**config.mk**
```make
export PLATFORM = sky130hd
export DESIGN_NAME = uart_rx_core
export DESIGN_NICKNAME = d
export VERILOG_FILES = /design/src/rtl/uart_defs.sv /design/src/rtl/uart_baud_cnt.sv /design/src/rtl/uart_rx_core.sv
export SDC_FILE = /design/constraint.sdc
export NUM_CORES = 1
export LEC_CHECK = 0
export ABC_AREA = 1
export CORE_MARGIN = 10
export CORE_UTILIZATION = 55
export CTS_BUF_LIST = sky130_fd_sc_hd__clkbuf_4
export CTS_CLUSTER_DIAMETER = 30
export DETAILED_ROUTE_END_ITERATION = 7
export DONT_BUFFER_PORTS = 1
export GPL_ROUTABILITY_DRIVEN = 0
export PLACE_DENSITY = 0.75
export SLEW_MARGIN = 20
export SYNTH_ARGS = -nofsm -noshare
export SYNTH_HDL_FRONTEND = slang
export SYNTH_HIERARCHICAL = 1
export SYNTH_SLANG_ARGS = --single-unit
```
**constraint.sdc**
```tcl
create_clock -name clk -period 6.7 [get_ports clk]
set_clock_uncertainty 0.2 [all_clocks]
set_input_delay 0.67 -clock clk [delete_from_list [all_inputs] [get_ports clk]]
set_output_delay 0.67 -clock clk [all_outputs]
set_load 0.05 [all_outputs]
```
**src/rtl/uart_defs.sv**
```systemverilog
// rtl/uart_defs.sv - shared UART state encodings and bit-timing derivation (UART_RX_PARITY_EN adds PARITY)
package uart_defs;

`ifdef UART_RX_PARITY_EN
  typedef enum logic [2:0] {
    ST_IDLE   = 3'd0,
    ST_START  = 3'd1,
    ST_DATA   = 3'd2,
    ST_PARITY = 3'd3,
    ST_STOP   = 3'd4
  } uart_state_e;
`else
  typedef enum logic [2:0] {
    ST_IDLE   = 3'd0,
    ST_START  = 3'd1,
    ST_DATA   = 3'd2,
    ST_STOP   = 3'd4
  } uart_state_e;
`endif

  function automatic int clks_per_bit(input int clk_freq, input int baud);
    return clk_freq / baud;
  endfunction

  function automatic int half_bit(input int cpb);
    return cpb / 2;
  endfunction

endpackage

```
**src/rtl/uart_baud_cnt.sv**
```systemverilog
// rtl/uart_baud_cnt.sv - bit-period counter with mid-bit and end-of-bit ticks
module uart_baud_cnt #(
  parameter int CLKS_PER_BIT = 10,
  parameter int HALF_BIT     = 5
) (
  input  logic clk,
  input  logic rst,
  input  logic clear,
  input  logic enable,
  output logic half_tick,
  output logic full_tick
);

  localparam int CNT_W = (CLKS_PER_BIT > 1) ? $clog2(CLKS_PER_BIT) : 1;

  logic [CNT_W-1:0] cnt;

  assign half_tick = enable && (cnt == CNT_W'(HALF_BIT - 1));
  assign full_tick = enable && (cnt == CNT_W'(CLKS_PER_BIT - 1));

  // Wrapping at full_tick keeps every following sample a whole bit period apart.
  always_ff @(posedge clk) begin
    if (rst || clear || !enable || full_tick) begin
      cnt <= '0;
    end else begin
      cnt <= cnt + CNT_W'(1);
    end
  end

endmodule

```
**src/rtl/uart_rx_core.sv**
```systemverilog
// rtl/uart_rx_core.sv - 8-bit UART receiver, 8N1 by default, even parity with UART_RX_PARITY_EN
module uart_rx_core
  import uart_defs::*;
#(
  parameter int CLK_FREQ = 50000000,
  parameter int BAUD     = 9600
) (
  input  logic       clk,
  input  logic       rst,
  input  logic       rxd,
  output logic [7:0] uart_rdata,
  output logic       uart_read_fin,
  output logic       frame_err,
  output logic       busy
`ifdef UART_RX_PARITY_EN
  ,output logic      parity_err
`endif
);

  localparam int CLKS_PER_BIT = clks_per_bit(CLK_FREQ, BAUD);
  localparam int HALF_BIT     = half_bit(CLKS_PER_BIT);

  logic        rx_meta, rx_sync;
  uart_state_e state, state_next;
  logic        half_tick, full_tick, clear;
  logic [7:0]  shift;
  logic [2:0]  bit_idx;
  logic        break_hold;
  logic        clr_idx, load_bit, done_ok, done_bad;
`ifdef UART_RX_PARITY_EN
  logic        par_sample, par_bad;
`endif

  always_ff @(posedge clk) begin
    if (rst) begin
      rx_meta <= 1'b1;
      rx_sync <= 1'b1;
    end else begin
      rx_meta <= rxd;
      rx_sync <= rx_meta;
    end
  end

  uart_baud_cnt #(
    .CLKS_PER_BIT(CLKS_PER_BIT),
    .HALF_BIT    (HALF_BIT)
  ) u_baud_cnt (
    .clk      (clk),
    .rst      (rst),
    .clear    (clear),
    .enable   (state != ST_IDLE),
    .half_tick(half_tick),
    .full_tick(full_tick)
  );

  always_ff @(posedge clk) begin
    if (rst) state <= ST_IDLE;
    else     state <= state_next;
  end

  always_comb begin
    state_next = state;
    clr_idx    = 1'b0;
    load_bit   = 1'b0;
    done_ok    = 1'b0;
    done_bad   = 1'b0;
`ifdef UART_RX_PARITY_EN
    par_sample = 1'b0;
`endif
    case (state)
      // break_hold stops a line stuck low from re-triggering after its frame error
      ST_IDLE:  if (!rx_sync && !break_hold) state_next = ST_START;
      ST_START: if (half_tick) begin
        if (rx_sync) begin
          state_next = ST_IDLE;
        end else begin
          state_next = ST_DATA;
          clr_idx    = 1'b1;
        end
      end
      ST_DATA:  if (full_tick) begin
        load_bit = 1'b1;
`ifdef UART_RX_PARITY_EN
        if (bit_idx == 3'd7) state_next = ST_PARITY;
`else
        if (bit_idx == 3'd7) state_next = ST_STOP;
`endif
      end
`ifdef UART_RX_PARITY_EN
      ST_PARITY: if (full_tick) begin
        par_sample = 1'b1;
        state_next = ST_STOP;
      end
`endif
      ST_STOP:  if (full_tick) begin
        state_next = ST_IDLE;
        done_ok    = rx_sync;
        done_bad   = !rx_sync;
      end
      default:  state_next = ST_IDLE;
    endcase
    clear = (state_next != state);
  end

  assign busy = (state != ST_IDLE);

  always_ff @(posedge clk) begin
    if (rst) begin
      shift         <= 8'h00;
      bit_idx       <= 3'd0;
      uart_rdata    <= 8'h00;
      uart_read_fin <= 1'b0;
      frame_err     <= 1'b0;
      break_hold    <= 1'b0;
`ifdef UART_RX_PARITY_EN
      par_bad       <= 1'b0;
      parity_err    <= 1'b0;
`endif
    end else begin
      uart_read_fin <= 1'b0;
      frame_err     <= 1'b0;
`ifdef UART_RX_PARITY_EN
      parity_err    <= 1'b0;
      if (clr_idx)    par_bad <= 1'b0;
      if (par_sample) par_bad <= (rx_sync != ^shift);
`endif
      if (clr_idx) bit_idx <= 3'd0;
      if (load_bit) begin
        shift   <= {rx_sync, shift[7:1]};
        bit_idx <= bit_idx + 3'd1;
      end
      if (done_ok) begin
        uart_rdata <= shift;
`ifdef UART_RX_PARITY_EN
        if (par_bad) parity_err    <= 1'b1;
        else         uart_read_fin <= 1'b1;
`else
        uart_read_fin <= 1'b1;
`endif
      end
      if (done_bad) begin
        frame_err  <= 1'b1;
        break_hold <= 1'b1;
      end else if (rx_sync) begin
        break_hold <= 1'b0;
      end
    end
  end

endmodule

```
## Word level (Yosys, flattened, before mapping)

Index checks and enable logic that the tools add are counted.

| storage, ports and cells | value |
|---|---|
| bits in registers | 40 |
| bits of input ports | 3 |
| output and inout port bits | 11 |

| operators by class | value |
|---|---|
| add/subtract/negate cells | 2 |
| equal/unequal tests | 7 |
| multiplexer cells | 22 |
| reduce and logical (&&, ||, !) cells | 13 |

Operator list:

| kind | count |
|---|---|
| 3-bit two-way mux | 7 |
| 13-bit by 1-bit adder with 13-bit output, second input constant | 1 |
| 13-bit by 12-bit == test with 1-bit output, second input constant | 1 |
| 13-bit == test, second input constant | 1 |
| 1-bit two-way mux | 13 |
| 3-bit case mux with 4 select lines | 1 |
| 3-bit == test, second input constant | 2 |
| 2-bit nonzero test | 2 |
| 3-bit by 1-bit adder with 3-bit output, second input constant | 1 |
| 3-bit by 1-bit == test with 1-bit output, second input constant | 1 |
| 3-bit by 2-bit == test with 1-bit output, second input constant | 1 |
| 1-bit logical AND | 3 |
| 1-bit zero test | 3 |
| 3-bit zero test | 1 |
| 1-bit logical OR | 3 |
| 3-bit != test | 1 |
| 3-bit nonzero test | 1 |
| 2-bit two-way mux | 1 |

## Logic depth before layout (Yosys ltp)

| logic depth | value |
|---|---|
| depth in word-level cells | 8 |
| mapped depth | 16 |
| gate-level depth less buffers | 15 |

## Modules after synthesis

Netlist, hierarchy kept.

Modules (own cells, without submodules):

| module | times used | cells each | area each (µm²) | seq. area each (µm²) |
|---|---|---|---|---|
| uart_rx_core | 1 | 152 | 1143.6 | 540.5 |
| uart_baud_cnt | 1 | 126 | 767.0 | 260.2 |

## Least setup slack after synthesis

OpenSTA, ideal clock, no wires.

| timing path | value |
|---|---|
| kind | register -> register |
| from | register state[0] |
| to | register u_baud_cnt.cnt[10] |
| library setup time | 0.112 ns |
| arrival | 2.248 ns |
| required time | 6.388 ns |
| path slack | 4.141 ns |
| cell stages (with the launch flop) | 17 |
| path buffers | 1 |
| period minus slack after synthesis | 2.559 ns |
| cells stage by stage | dfxtp_1 -> nor2_4 -> nand2_1 -> nand2_1 -> nor3_1 -> nand2_1 -> inv_1 -> nand3_2 -> nor2_1 -> nor2_1 -> nand3_1 -> nor2_1 -> nand2_1 -> inv_1 -> nand2_2 -> buf_6 -> nor2_1 |

| on the way | value |
|---|---|
| cells in the longest elaborated chain, start to end | 8 |
| elaborated cells on any way between the ends | 18 |

Ends and longest elaborated chain:

| item | RTL line | source |
|---|---|---|
| from (decl) | uart_rx_core.sv:24 | `uart_state_e state, state_next;` |
| from (signal assigned) | uart_rx_core.sv:58 | `else state <= state_next;` |
| 3-bit nonzero test (*) | - |  |
| named net busy | uart_rx_core.sv:14 | `output logic busy` |
| 1-bit logical AND (*) | uart_baud_cnt.sv:19 | `assign full_tick = enable && (cnt == CNT_W'(CLKS_PER_BIT - 1));` |
| named net full_tick | uart_rx_core.sv:25 | `logic half_tick, full_tick, clear;` |
| 3-bit two-way mux, on equally long branches | uart_rx_core.sv:95, uart_rx_core.sv:81 |  |
| 3-bit case mux with 4 select lines (*) | uart_rx_core.sv:70 | `case (state)` |
| 3-bit != test (*) | uart_rx_core.sv:102 | `clear = (state_next != state);` |
| named net clear | uart_rx_core.sv:25 |  |
| 1-bit logical OR (*) (3 in series) | uart_baud_cnt.sv:23 | `if (rst \|\| clear \|\| !enable \|\| full_tick) begin` |
| to (signal assigned) | uart_baud_cnt.sv:26 | `cnt <= cnt + CNT_W'(1);` |
| to (decl) | uart_baud_cnt.sv:16 | `logic [CNT_W-1:0] cnt;` |

The timed path passes the listed nets; every way through them passes the cells marked *.
A chain may end at the register's enable or synchronous reset.

## Final worst setup path

Same ends and word-level chain as after synthesis.

==> flow_metrics.py <==
metrics = {
    "critical_path": {
        "worst_path_max_delay_cell": "dfxtp_1",
        "end_kind": "flip-flop",
        "cp-start-kind": "flip-flop",
        "critPathArrivalTime_ns": 3.01,
        "slowest_delay_ns": 0.52,
        "critical_path_class": "reg2reg",
        "crit_path_max_fanout": 13,
        "cp_cell_sequence": "nor2_4, nand2_1, nand2_1, nor3_1, nand2_1, inv_1, nand3_2, nor2_1, nor2_1, nand3_1, nor2_1, nand2_1, inv_1, nand2_2, nor2_1",
        "required_ns": 6.74,
    },
    "routing": {
        "wl_per_cell_um": 10.8,
        "via_per_inst": 4.81,
        "ant_nets": 0,
        "vias": 1562,
        "routed_wl_um": 3520,
        "drcViolationCount": 0,
        "drt_iter0_drc": 99,
        "drt_first_pass_iters": 4,
    },
    "power": {
        "vdd_drop_max_v": 0.000157,
        "p_leak_uw": 0.000757,
        "pwr_density_cell_mw_per_mm2": 187,
    },
    "placed_design": {
        "port_buffers": 0,
        "hpwlAfterDp_um": 2550,
        "dp_cells": 317,
        "dpl_worst_slack_ns": 3.72,
        "dpl_cell_area_sq_mm": 0.00191,
    },
    "logic_synthesis": {
        "synth_fp_nets": 284,
        "synthArstFlopShare_pct": 0,
        "yosysTopAreaCell": "dfxtp_1",
        "ys.flop_type": "dfxtp_1",
        "synth_top_area_share_pct": 41.9,
        "netlist_area_sq_mm": 0.00191,
        "synth_edf_count": 0,
        "yosysWarnings": 6,
        "synth_seq_cells": 40,
        "synth_cells": 278,
        "yosysSeqAreaShare_pct": 41.9,
        "avgSynthCellArea_sq_um": 6.87,
        "synth.distinct_cells": 26,
        "yosysMostFrequentCell": "nand2_1",
        "ys_top_cells_by_count": "78 x nand2_1, 55 x nor2_1, 40 x dfxtp_1",
        "yosys-top-cells-area": "dfxtp_1 42%, nand2_1 15%, nor2_1 11%, inv_1 6.7%, nand3_1 3.9%",
    },
    "cts": {
        "clock_sinks": 40,
        "cts-resized-gates": 0,
        "numCtsBuffers": 5,
        "post-cts-setup-buffers": 0,
        "clock_latency_ns": 0.35,
        "holdBufCountCts": 0,
        "cts_buffer_depth": 2,
        "cts_tree": "yes",
        "root_buffer": "clkbuf_4",
        "path_clk_slew_ns": 0.12,
        "htree_levels": 2,
    },
    "sta": {
        "setup_ws_ns": 3.73,
        "drv_slew": 0,
        "max_freq_mhz": 337,
        "rsz0062_at_grt": "no",
        "setup_viol": 0,
        "finalSetupTns_ns": 0,
        "fin_crit_ns": 2.97,
        "tightest_slew_ns": 0.583,
        "fin_crit_sh_pct": 44.3,
        "finalHoldViolations": 0,
        "max_slew_margin_pct": 61.0,
        "holdWs_ns": 0.160,
    },
    "grt": {
        "gr-total-overflow": 0,
        "grt_max_degree": 19,
        "grt_usage_pct": 11.8,
        "grt_pass1_vias": 1390,
        "antenna_found_initial": 0,
        "grt_pass1_wl_um": 6090,
    },
    "cells_and_area": {
        "fin_area_sq_mm": 0.00196,
        "syn2layout_area_growth_pct": 2.75,
        "antennaDiodeCount": 0,
        "nFillCells": 328,
        "drive_gt1_share_pct": 7.53,
        "layout.nets": 284,
        "seq_area_sq_um": 801,
        "layoutNonFillerInstCount": 325,
        "multi_input_area_sq_um": 913,
    },
    "outcome": {
        "status": "completed",
    },
    "die": {
        "die_x_um": 78.9,
        "coreArea_sq_mm": 0.00334,
        "row_count": 21,
        "io_pins": 14,
        "fp.dieH_um": 78.9,
        "die_area_sq_mm": 0.00623,
        "start_util_pct": 57.3,
    },
    "run": {
        "drv_cap": 0,
    },
    "hold_path": {
        "min_path_type": "in2reg",
    },
}
## stage by stage
step,utilization (%),total power [uW]
after floorplan,-,255
after global placement,57.1,254
after detailed placement,57.1,254
after CTS,58.8,372
after global routing,58.8,382
final,58.8,368
## per-layer routing
metal	vias to the layer above	wire, um	track usage, %
li1	855	-	-
met1	667	1690	14.5
met2	36	1570	18.4
met3	4	225	4.05
met4	0	38	4.84
met5	-	0	0
## cell families after synthesis
kind of cell / after synthesis / synth area share (%)
AND/OR/NAND/NOR: 168 / 38.0
buffers and inverters: 43 / 10.3
flip-flops: 40 / 41.9
AO/OA/AOI/OAI: 19 / 5.57
XOR/XNOR: 5 / 2.29
adder cells (fa/ha/maj): 3 / 1.96
## where the power goes
part / leakage [uW] / switching, uW / internal (uW) / total [uW]
registers: 0.000323 / 1.49 / 239 / 240
logic: 0.000409 / 5.98 / 2.67 / 8.65
clock network: 0.0000249 / 79.4 / 39.5 / 119
total: 0.000757 / 86.9 / 281 / 368
## registers in the layout (all words and copies together), names as in the netlist
signal          flops
shift               8
uart_read_fin       1
rx_meta             1
rx_sync             1
bit_idx             3
state               3
break_hold          1
frame_err           1
uart_rdata          8
u_baud_cnt/cnt     13
## layout by cell type, fill, tap and decap left out, drive strengths merged
cell	count
xnor2	3
nand4	5
or2	2
nand2	80
o21ai	2
ha	3
xor2	2
nand3	16
dfxtp	40
nor2	59
clkinvlp	2
inv	35
clkbuf	5
nor3	4
clkinv	2
nand3b	2
a21oi	17
## critical path, delay by kind of cell (launching register included)
kind / cells / cell delay, ns
buffers and inverters: 2 / 0.24
flip-flops: 1 / 0.52
AND/OR/NAND/NOR: 13 / 1.91
## final timing paths
kind / from / to / slack (ns) / cells past startpoint
worst max-delay path: state[0]$_SDFF_PP0_ / u_baud_cnt/cnt[10]$_SDFF_PP0_ / 3.73 / 15
worst min-delay path: rst / bit_idx[2]$_SDFFE_PP0P_ / 0.16 / 1
worst max register to register: state[0]$_SDFF_PP0_ / u_baud_cnt/cnt[10]$_SDFF_PP0_ / 3.73 / 15
worst min register to register: rx_meta$_SDFF_PP1_ / rx_sync$_SDFF_PP1_ / 0.22 / 1
## cell type report
| type | instances | share of cell area (%) |
|---|---|---|
| clock buffers | 5 | 1.91 |
| clock inverters | 3 | 0.956 |
| inverters | 36 | 6.88 |
| multi-input cells | 195 | 46.5 |
| flip-flops and latches | 40 | 40.8 |
| well taps | 46 | 2.93 |
(Power assumes the default switching activity.)
